File: src/rtl/ic_fetch_seq.sv
// Fetch sequencer between the CPU and the I-cache: issues requests, replays misses and
// reassembles 16/32-bit RISC-V instructions (including line straddles) from a halfword queue.
module ic_fetch_seq #(
    parameter int HQ_DEPTH = 8
) (
    input  logic        clk,
    input  logic        rst_n,
    input  logic        redirect,
    input  logic [25:0] redirect_pc,
    output logic        instr_valid,
    input  logic        instr_ready,
    output logic [31:0] instr_data,
    output logic [25:0] instr_pc,
    output logic [25:0] fetch_addr,
    output logic        fetch_en,
    input  logic        fetch_valid,
    input  logic [31:0] fetch_data
);
    localparam int PTR_W = $clog2(HQ_DEPTH);
    localparam int CNT_W = PTR_W + 1;
    localparam int CR_W  = CNT_W + 2;

    typedef enum logic {ST_IDLE, ST_RUN} state_t;

    state_t           state_q, state_d;
    logic [25:0]      fpc_q, fpc_d;
    logic [25:0]      dpc_q, dpc_d;
    logic             s1_v_q, s1_v_d, s2_v_q, s2_v_d;
    logic [25:0]      s1_addr_q, s1_addr_d, s2_addr_q, s2_addr_d;
    logic [PTR_W-1:0] rd_ptr_q, rd_ptr_d, wr_ptr_q, wr_ptr_d;
    logic [CNT_W-1:0] count_q, count_d;
    logic             instr_valid_q, instr_valid_d;
    logic [31:0]      instr_data_q, instr_data_d;
    logic [25:0]      instr_pc_q, instr_pc_d;
    logic [15:0]      hq_q [HQ_DEPTH];

    logic [PTR_W-1:0] rd_ptr_nx, wr_ptr_nx;
    logic [15:0]      hw0, hw1;
    logic [CR_W-1:0]  credit_sum;
    logic             credit_ok, hit, replay, issue, load_out;
    logic [1:0]       push_n, pop_n;

    always_comb begin
        rd_ptr_nx  = rd_ptr_q + PTR_W'(1);
        wr_ptr_nx  = wr_ptr_q + PTR_W'(1);
        hw0        = hq_q[rd_ptr_q];
        hw1        = hq_q[rd_ptr_nx];
        // Reserve queue space for every in-flight response plus the one being issued.
        credit_sum = CR_W'(count_q) + CR_W'({s1_v_q, 1'b0}) + CR_W'({s2_v_q, 1'b0}) + CR_W'(2);
        credit_ok  = credit_sum <= CR_W'(HQ_DEPTH);
        hit        = s2_v_q && fetch_valid;
        replay     = s2_v_q && !fetch_valid;
        issue      = (state_q == ST_RUN) && credit_ok && !replay && !redirect;
        load_out   = !instr_valid_q || instr_ready;

        fetch_en   = issue;
        fetch_addr = fpc_q;

        state_d    = state_q;
        fpc_d      = fpc_q;
        s1_v_d     = issue;
        s1_addr_d  = fpc_q;
        s2_v_d     = s1_v_q && !replay;
        s2_addr_d  = s1_addr_q;

        if (issue) begin
            fpc_d = fpc_q + ((fpc_q[2:0] == 3'b111) ? 26'd1 : 26'd2);
        end
        if (replay) begin
            fpc_d = s2_addr_q;
        end

        push_n = 2'd0;
        if (hit) begin
            push_n = (s2_addr_q[2:0] == 3'b111) ? 2'd1 : 2'd2;
        end

        pop_n         = 2'd0;
        instr_valid_d = instr_valid_q;
        instr_data_d  = instr_data_q;
        instr_pc_d    = instr_pc_q;
        if (load_out) begin
            if (hw0[1:0] != 2'b11 && count_q != '0) begin
                instr_valid_d = 1'b1;
                instr_data_d  = {16'h0000, hw0};
                instr_pc_d    = dpc_q;
                pop_n         = 2'd1;
            end else if (hw0[1:0] == 2'b11 && count_q >= CNT_W'(2)) begin
                instr_valid_d = 1'b1;
                instr_data_d  = {hw1, hw0};
                instr_pc_d    = dpc_q;
                pop_n         = 2'd2;
            end else begin
                instr_valid_d = 1'b0;
            end
        end

        count_d  = count_q + CNT_W'(push_n) - CNT_W'(pop_n);
        rd_ptr_d = rd_ptr_q + PTR_W'(pop_n);
        wr_ptr_d = wr_ptr_q + PTR_W'(push_n);
        dpc_d    = dpc_q + 26'(pop_n);

        // A redirect discards this cycle's response and extraction outright.
        if (redirect) begin
            state_d       = ST_RUN;
            fpc_d         = redirect_pc;
            dpc_d         = redirect_pc;
            s1_v_d        = 1'b0;
            s2_v_d        = 1'b0;
            push_n        = 2'd0;
            pop_n         = 2'd0;
            count_d       = '0;
            rd_ptr_d      = '0;
            wr_ptr_d      = '0;
            instr_valid_d = 1'b0;
        end
    end

    always_ff @(posedge clk) begin
        if (!rst_n) begin
            state_q       <= ST_IDLE;
            fpc_q         <= '0;
            dpc_q         <= '0;
            s1_v_q        <= 1'b0;
            s2_v_q        <= 1'b0;
            s1_addr_q     <= '0;
            s2_addr_q     <= '0;
            rd_ptr_q      <= '0;
            wr_ptr_q      <= '0;
            count_q       <= '0;
            instr_valid_q <= 1'b0;
            instr_data_q  <= '0;
            instr_pc_q    <= '0;
        end else begin
            state_q       <= state_d;
            fpc_q         <= fpc_d;
            dpc_q         <= dpc_d;
            s1_v_q        <= s1_v_d;
            s2_v_q        <= s2_v_d;
            s1_addr_q     <= s1_addr_d;
            s2_addr_q     <= s2_addr_d;
            rd_ptr_q      <= rd_ptr_d;
            wr_ptr_q      <= wr_ptr_d;
            count_q       <= count_d;
            instr_valid_q <= instr_valid_d;
            instr_data_q  <= instr_data_d;
            instr_pc_q    <= instr_pc_d;
        end
    end

    // Queue storage carries data only; occupancy is tracked by count/pointers.
    always_ff @(posedge clk) begin
        if (push_n != 2'd0) hq_q[wr_ptr_q] <= fetch_data[15:0];
        if (push_n == 2'd2) hq_q[wr_ptr_nx] <= fetch_data[31:16];
    end

    assign instr_valid = instr_valid_q;
    assign instr_data  = instr_data_q;
    assign instr_pc    = instr_pc_q;

endmodule
File: config.mk
export PLATFORM = sky130hd
export DESIGN_NAME = ic_fetch_seq
export DESIGN_NICKNAME = d
export VERILOG_FILES = /design/src/rtl/ic_fetch_seq.sv
export SDC_FILE = /design/constraint.sdc
export NUM_CORES = 1
export LEC_CHECK = 0
export CAP_MARGIN = 5
export CORE_UTILIZATION = 60
export CTS_BUF_LIST = sky130_fd_sc_hd__clkbuf_2
export CTS_CLUSTER_SIZE = 24
export DETAILED_ROUTE_END_ITERATION = 7
export DONT_BUFFER_PORTS = 1
export PLACE_DENSITY = 0.89
export REMOVE_ABC_BUFFERS = 1
export SYNTH_ARGS = -nofsm -noshare
export SYNTH_HDL_FRONTEND = slang
export SYNTH_SLANG_ARGS = --single-unit
File: constraint.sdc
create_clock -name clk -period 2.9 [get_ports clk]
set_input_delay 0.435 -clock clk [delete_from_list [all_inputs] [get_ports clk]]
set_output_delay 0.435 -clock clk [all_outputs]
set_load 0.05 [all_outputs]
After elaboration in Yosys (flattened, before gate mapping):

Memory sizes are Yosys's and may differ from the RTL's. A register that Yosys moved wholly into a read port is not among the register bits.
Cells that the tools add are included.

* bits in registers: 176
* latch bits: 0
* RAM bits: 128
* memory bits (read-only): 0
* input bits: 63
* word-level logic and storage cells: 74
* memories kept: 1

* $add $sub $neg: 11
* $mul: 0
* divide/modulo/power cells: 0
* $lt $le $gt $ge: 2
* equality and inequality tests: 5
* shifts and indexed selects: 0
* mux-type cells: 22
* bitwise gates (word level): 1
* reductions and logical operators: 19

Memory list
* hq_q: words 8, bits a word 16, read ports 2, clocked after memory_dff 1, wr ports 2, RTL line 35 `logic [15:0] hq_q [HQ_DEPTH];`

Operators by type and width (number)
* $mux W26: 6
* $mux W32: 2
* $add A26 B2 Y26: 2
* $mux W2: 7
* $logic_and A1 B1 Y1: 8
* $add A3 B1 Y3 const B: 2
* $add A3 B2 Y3: 2
* $add A5 B2 Y6: 1
* $add A6 B2 Y6 const B: 1
* $eq A3 B3 Y1 const B: 2
* $le A6 B4 Y1 const B: 1
* $mux W1: 6
* $add A4 B2 Y5: 1
* $add A4 B2 Y4: 1
* $eq A2 B2 Y1 const B: 2
* $ge A4 B2 Y1 const B: 1
* $logic_not A1 Y1: 4
* $reduce_bool A2 Y1: 2
* $reduce_bool A4 Y1: 1
* $sub A4 B2 Y4: 1
* $mux W3: 1
* $reduce_bool A3 Y1: 1
* $ne A2 B2 Y1 const B: 1
* $reduce_and A2 Y1: 1
* other kinds (3): 3

Depth between registers and ports, before layout:

* depth in word-level cells: 10
* mapped depth: 12

Least setup slack after synthesis:

OpenSTA, ideal clock, no wires.

* path type: register to register
* start: reg fpc_q[2] (netlist: fetch_addr[2])
* end: reg fpc_q[24] (netlist: fetch_addr[24])
* setup time: 115 ps
* arrival: 2998 ps
* setup slack: -213 ps
* stages on the path, launching flop included: 12
* path buffers: 1
* path through: dfxtp_1 -> clkbuf_1 -> nand3_1 -> inv_1 -> ha_1 -> inv_1 -> fa_1 -> nand4b_1 -> or3_1 -> a2111oi_0 -> nor2_1 -> o21a_1

* longest elaborated chain between the ends: 6

Ends and longest elaborated chain
* start, declared: RTL line 26 `logic [25:0] fpc_q, fpc_d;`
* start signal, assigned: RTL line 136 `fpc_q <= fpc_d;`
* $eq A3 B3 Y1: RTL line 67 `fpc_d = fpc_q + ((fpc_q[2:0] == 3'b111) ? 26'd1 : 26'd2);`
* $mux W2: RTL line 67
* $add A26 B2 Y26 (*): RTL line 67
* $mux W26 (*): RTL line 66 `if (issue) begin`
* $mux W26 (*): RTL line 69 `if (replay) begin`
* $mux W26 (*): RTL line 104 `if (redirect) begin`

Every way passes the cells marked *; elsewhere a longest branch is shown, timed or not. The select of a mux whose other input is x is not followed.
A chain may end at the register's enable or synchronous reset.

Worst setup path in the final report:

* start: reg count_q[1]
* end: out fetch_en

* longest elaborated chain between the ends: 7

Ends and longest elaborated chain
* start, declared: RTL line 31 `logic [CNT_W-1:0] count_q, count_d;`
* start signal, assigned: RTL line 144 `count_q <= count_d;`
* $add A4 B2 Y5: RTL line 49 `credit_sum = CR_W'(count_q) + CR_W'({s1_v_q, 1'b0}) + CR_W'({s2_v_q, 1'b0}) + CR_W'(2);`
* $add A5 B2 Y6: RTL line 49
* $add A6 B2 Y6: RTL line 49
* $le A6 B4 Y1: RTL line 50 `credit_ok = credit_sum <= CR_W'(HQ_DEPTH);`
* $logic_and A1 B1 Y1 (3 in series): RTL line 53 `issue = (state_q == ST_RUN) && credit_ok && !replay && !redirect;`
* end, declared: RTL line 15 `output logic fetch_en,`

Every way passes these cells.

==> flow_metrics.env <==
export IMPL_final_cell_mix="dfxtp_1, edfxtp_1, mux2_2"
export IMPL_synth_top_area_frac=0.2556
export IMPL_cts_sinks=304
export IMPL_period_share=1.146
export IMPL_status="finished with violations"
export IMPL_synth_top_family_by_area="multiplexers"
export IMPL_grt_max_degree=176
export IMPL_worstHoldEndpoint="instr_pc[12]"
export IMPL_crit_buf_inv=2
export IMPL_cts_htree_levels=3
export IMPL_clock_latency_ns=0.94
export IMPL_die_h_um=160.3
export IMPL_power_density_nw_per_um2=712.4
export IMPL_slew_viol_final=0
export IMPL_holdWs_ns=0.02305
export IMPL_path_clk_slew_ns=0.12
export IMPL_hpwl_um=24510
export IMPL_wirelength_um=43850
export IMPL_synth_compound_area_share=0.09145
export IMPL_synth_area_mux_share=0.2160
export IMPL_worstSetupPathType="reg -> out"
export IMPL_layoutNonFillerInstCount=1804
export IMPL_synth_area_per_cell_um2=11.88
export IMPL_synthXorXnorAreaFrac=0.02272
export IMPL_p_int_uw=7529
export IMPL_synth_edff_count=128
export IMPL_grt_total_usage=0.3393
export IMPL_netlist_area_um2=15040
export IMPL_reg2reg_slack_ns=-0.12
export IMPL_setup_tns_ns=-0.5409
export IMPL_ys_seq_area_frac=0.4899
export IMPL_drive_gt1_frac=0.3002
export IMPL_syn_inst=1266
export IMPL_die_x_um=160.3
export IMPL_max_stage_delay_ns=0.39
export IMPL_io_buffer_count=0
export IMPL_synthSimpleGateAreaFrac=0.1226
export IMPL_start_util=0.6147
export IMPL_p_total_uw=12400
export IMPL_cp_required_ns=2.47
export IMPL_hold_path_startpoint="rst_n"
export IMPL_worstPathArrival_ns=2.89
export IMPL_r2r_end="count_q[2]"
export IMPL_gr_total_overflow=0
export IMPL_postRouteAntennaNets=0
export IMPL_final_common_cell="dfxtp_1"
export IMPL_switching_share=0.3929
export IMPL_yosys_warnings=0
export IMPL_place_congestion=0.8991
export IMPL_pwr_share_seq=0.469
export IMPL_path_cells="ha_2 > or2_4 > ha_4 > a21oi_1 > o21ai_1 > buf_4 > a21oi_4 > nand2_2 > nor2_2 > buf_6"
export IMPL_die_area_um2=25700
export IMPL_cts_inserted_buffers=76
export IMPL_crit_slowest_cell="dfxtp_4"
export IMPL_p_switching_uw=4873
export IMPL_cp_max_fo=5
export IMPL_fmax_ghz=0.3008
export IMPL_ys_types=71
export IMPL_clkPwrFrac=0.242
export IMPL_violations="negative setup slack"
export IMPL_p_comb_frac=0.289
export IMPL_cts_tree="yes"
export IMPL_grt_pass1_vias=12390
export IMPL_cts_root_buffer="clkbuf_2"
export IMPL_drc=0
export IMPL_async_reset_ff_frac=0
export IMPL_peakVddDrop_mv=0.5128
export IMPL_crit_path_start="count_q[1]"
export IMPL_vias=12020
export IMPL_yosys_top_cells_area="edfxtp_1, dfxtp_1, mux4_2"
export IMPL_drt_iter0_drc=1264
export IMPL_antenna_found_initial=1
export IMPL_hold_class="in -> reg"
export IMPL_final_util=0.7116
export IMPL_synth_fa_ha_area_frac=0.02463
export IMPL_nets=1514
export IMPL_fin_worst_skew_ns=0.1238
export IMPL_core_area_um2=24460
export IMPL_rr_startpoint="hq_q[5][0]"
export IMPL_min_period_ns=3.324
export IMPL_tightest_slew_ns=0.7321
export IMPL_yosysTopAreaCell="edfxtp_1"
export IMPL_setup_viol=2
export IMPL_drv_cap=0
export IMPL_via_per_inst=6.665
export IMPL_pin_count=149
export IMPL_crit_cells=10
export IMPL_max_slew_margin=0.5113
export IMPL_hold_viol_final=0
export IMPL_wl_per_cell_um=24.31
export IMPL_startpoint_type="register"
export IMPL_placementRows=57
export IMPL_crit_family="simple AND/OR/NAND/NOR gates"
export IMPL_rsz0062_at_grt="true"
export IMPL_finalWorstSetupSlack_ns=-0.4242
export IMPL_leakagePower_uw=0.006430
export IMPL_ys_dominant_reg_cell="dfxtp_1"
export IMPL_firstDrtPassIters=5
export IMPL_cts_buffer_depth=3
export IMPL_grt_pass1_wl_um=67700
export IMPL_hold_depth=3
export IMPL_synthToLayoutAreaGrowth_pct=15.77
export IMPL_dp_cells=1577
export IMPL_ys_ff_latch=304
export IMPL_cp_end_kind="primary output"
export IMPL_rr_worst_depth=11
## flip-flops by register name, summed over array words and instances (netlist names), 4 cells and up
signal	cells
instr_pc	26
s2_addr_q	26
fetch_addr	26
instr_data	32
hq_q	128
s1_addr_q	26
dpc_q	26
count_q	4
## power by group through the flow
stage | logic [uW] | registers (uW) | clock network, uW
floorplan | 1960 | 6060 | 0
global placement | 2880 | 5860 | 0
detailed placement | 3020 | 5880 | 0
CTS | 3350 | 5800 | 2950
global route | 3850 | 5850 | 3220
finish | 3590 | 5810 | 3000
## kinds of logic (layout without fill, tap and decap cells)
logic type,count (synthesis),in the layout
flip-flops,304,304
other,0,1
AO/OA/AOI/OAI,203,203
adder cells (fa/ha/maj),26,26
XOR/XNOR,39,39
multiplexers,226,226
buffers and inverters,108,321
AND/OR/NAND/NOR,360,360
## synthesized netlist by cell type, drive strengths merged, types with 4 or more instances
| master | count |
|---|---|
| dfxtp | 176 |
| edfxtp | 128 |
| mux2 | 128 |
| nand2 | 104 |
| o21ai | 66 |
| and2 | 65 |
| nand3 | 65 |
| mux4 | 64 |
| nor2 | 55 |
| clkbuf | 43 |
| a21oi | 41 |
| buf | 40 |
| mux2i | 34 |
| inv | 25 |
| ha | 20 |
| xnor2 | 20 |
| o211a | 19 |
| xor2 | 19 |
| and3 | 12 |
| a31oi | 10 |
| o2bb2ai | 10 |
| a211oi | 9 |
| nand2b | 9 |
| nor3 | 9 |
| nand4 | 7 |
| or2 | 7 |
| fa | 6 |
| nor4 | 6 |
| and4 | 5 |
| nor2b | 5 |
| o211ai | 5 |
| o221a | 5 |
| a21boi | 4 |
| a41oi | 4 |
| o21a | 4 |
| or3 | 4 |
## final cells by class
class | instances | area [um^2]
Sequential cell | 304 | 7381
Multi-Input combinational cell | 854 | 7318
Fill cell | 1508 | 7054
Timing Repair Buffer | 164 | 1513
Clock buffer | 114 | 570.5
Tap cell | 324 | 405.4
Clock inverter | 18 | 121.4
Inverter | 25 | 96.34
Antenna cell | 1 | 2.502
## per-stage QoR
stage | setup slack (ns) | cell area, um^2
after floorplan | -2.582 | 14640
final | -0.4242 | 17410
after global placement | 0.07380 | 15640
after global routing | -0.5229 | 17410
after detailed placement | -0.09498 | 15640
after CTS | -0.5005 | 17290
## how the worst max path moves through the flow
stage	end	slack, ns
2_1_floorplan	count_q[3]	-2.58
3_3_place_gp	count_q[3]	0.07
3_5_place_dp	count_q[3]	-0.09
4_1_cts	fetch_en	-0.50
5_1_grt	fetch_en	-0.52
6_report	fetch_en	-0.42
## worst register-to-register path: stages (launching register included)
cell and delay, ns:
edfxtp_1 0.48, mux4_2 0.58, mux2i_4 0.25, o21a_4 0.20
buf_6 0.13, ha_1 0.24, inv_1 0.07, ha_2 0.17
inv_1 0.06, fa_1 0.41, xor2_1 0.22, nor2_1 0.07
## layer usage
metal	track usage	up-vias	routed length, um
li1	-	5076	-
met1	0.4033	5782	15280
met2	0.5601	961	21360
met3	0.08936	205	5092
met4	0.1922	0	2127
met5	0	-	0
## what timing repair did
item,CTS,global route
endpoints found under the setup margin,3,43
pin swaps,8,14
endpoints found under the hold margin,294,0
hold buffers,82,0
buffers inserted,7,7
resized for setup,18,20
Note: power is estimated with default switching activity, not from simulation.
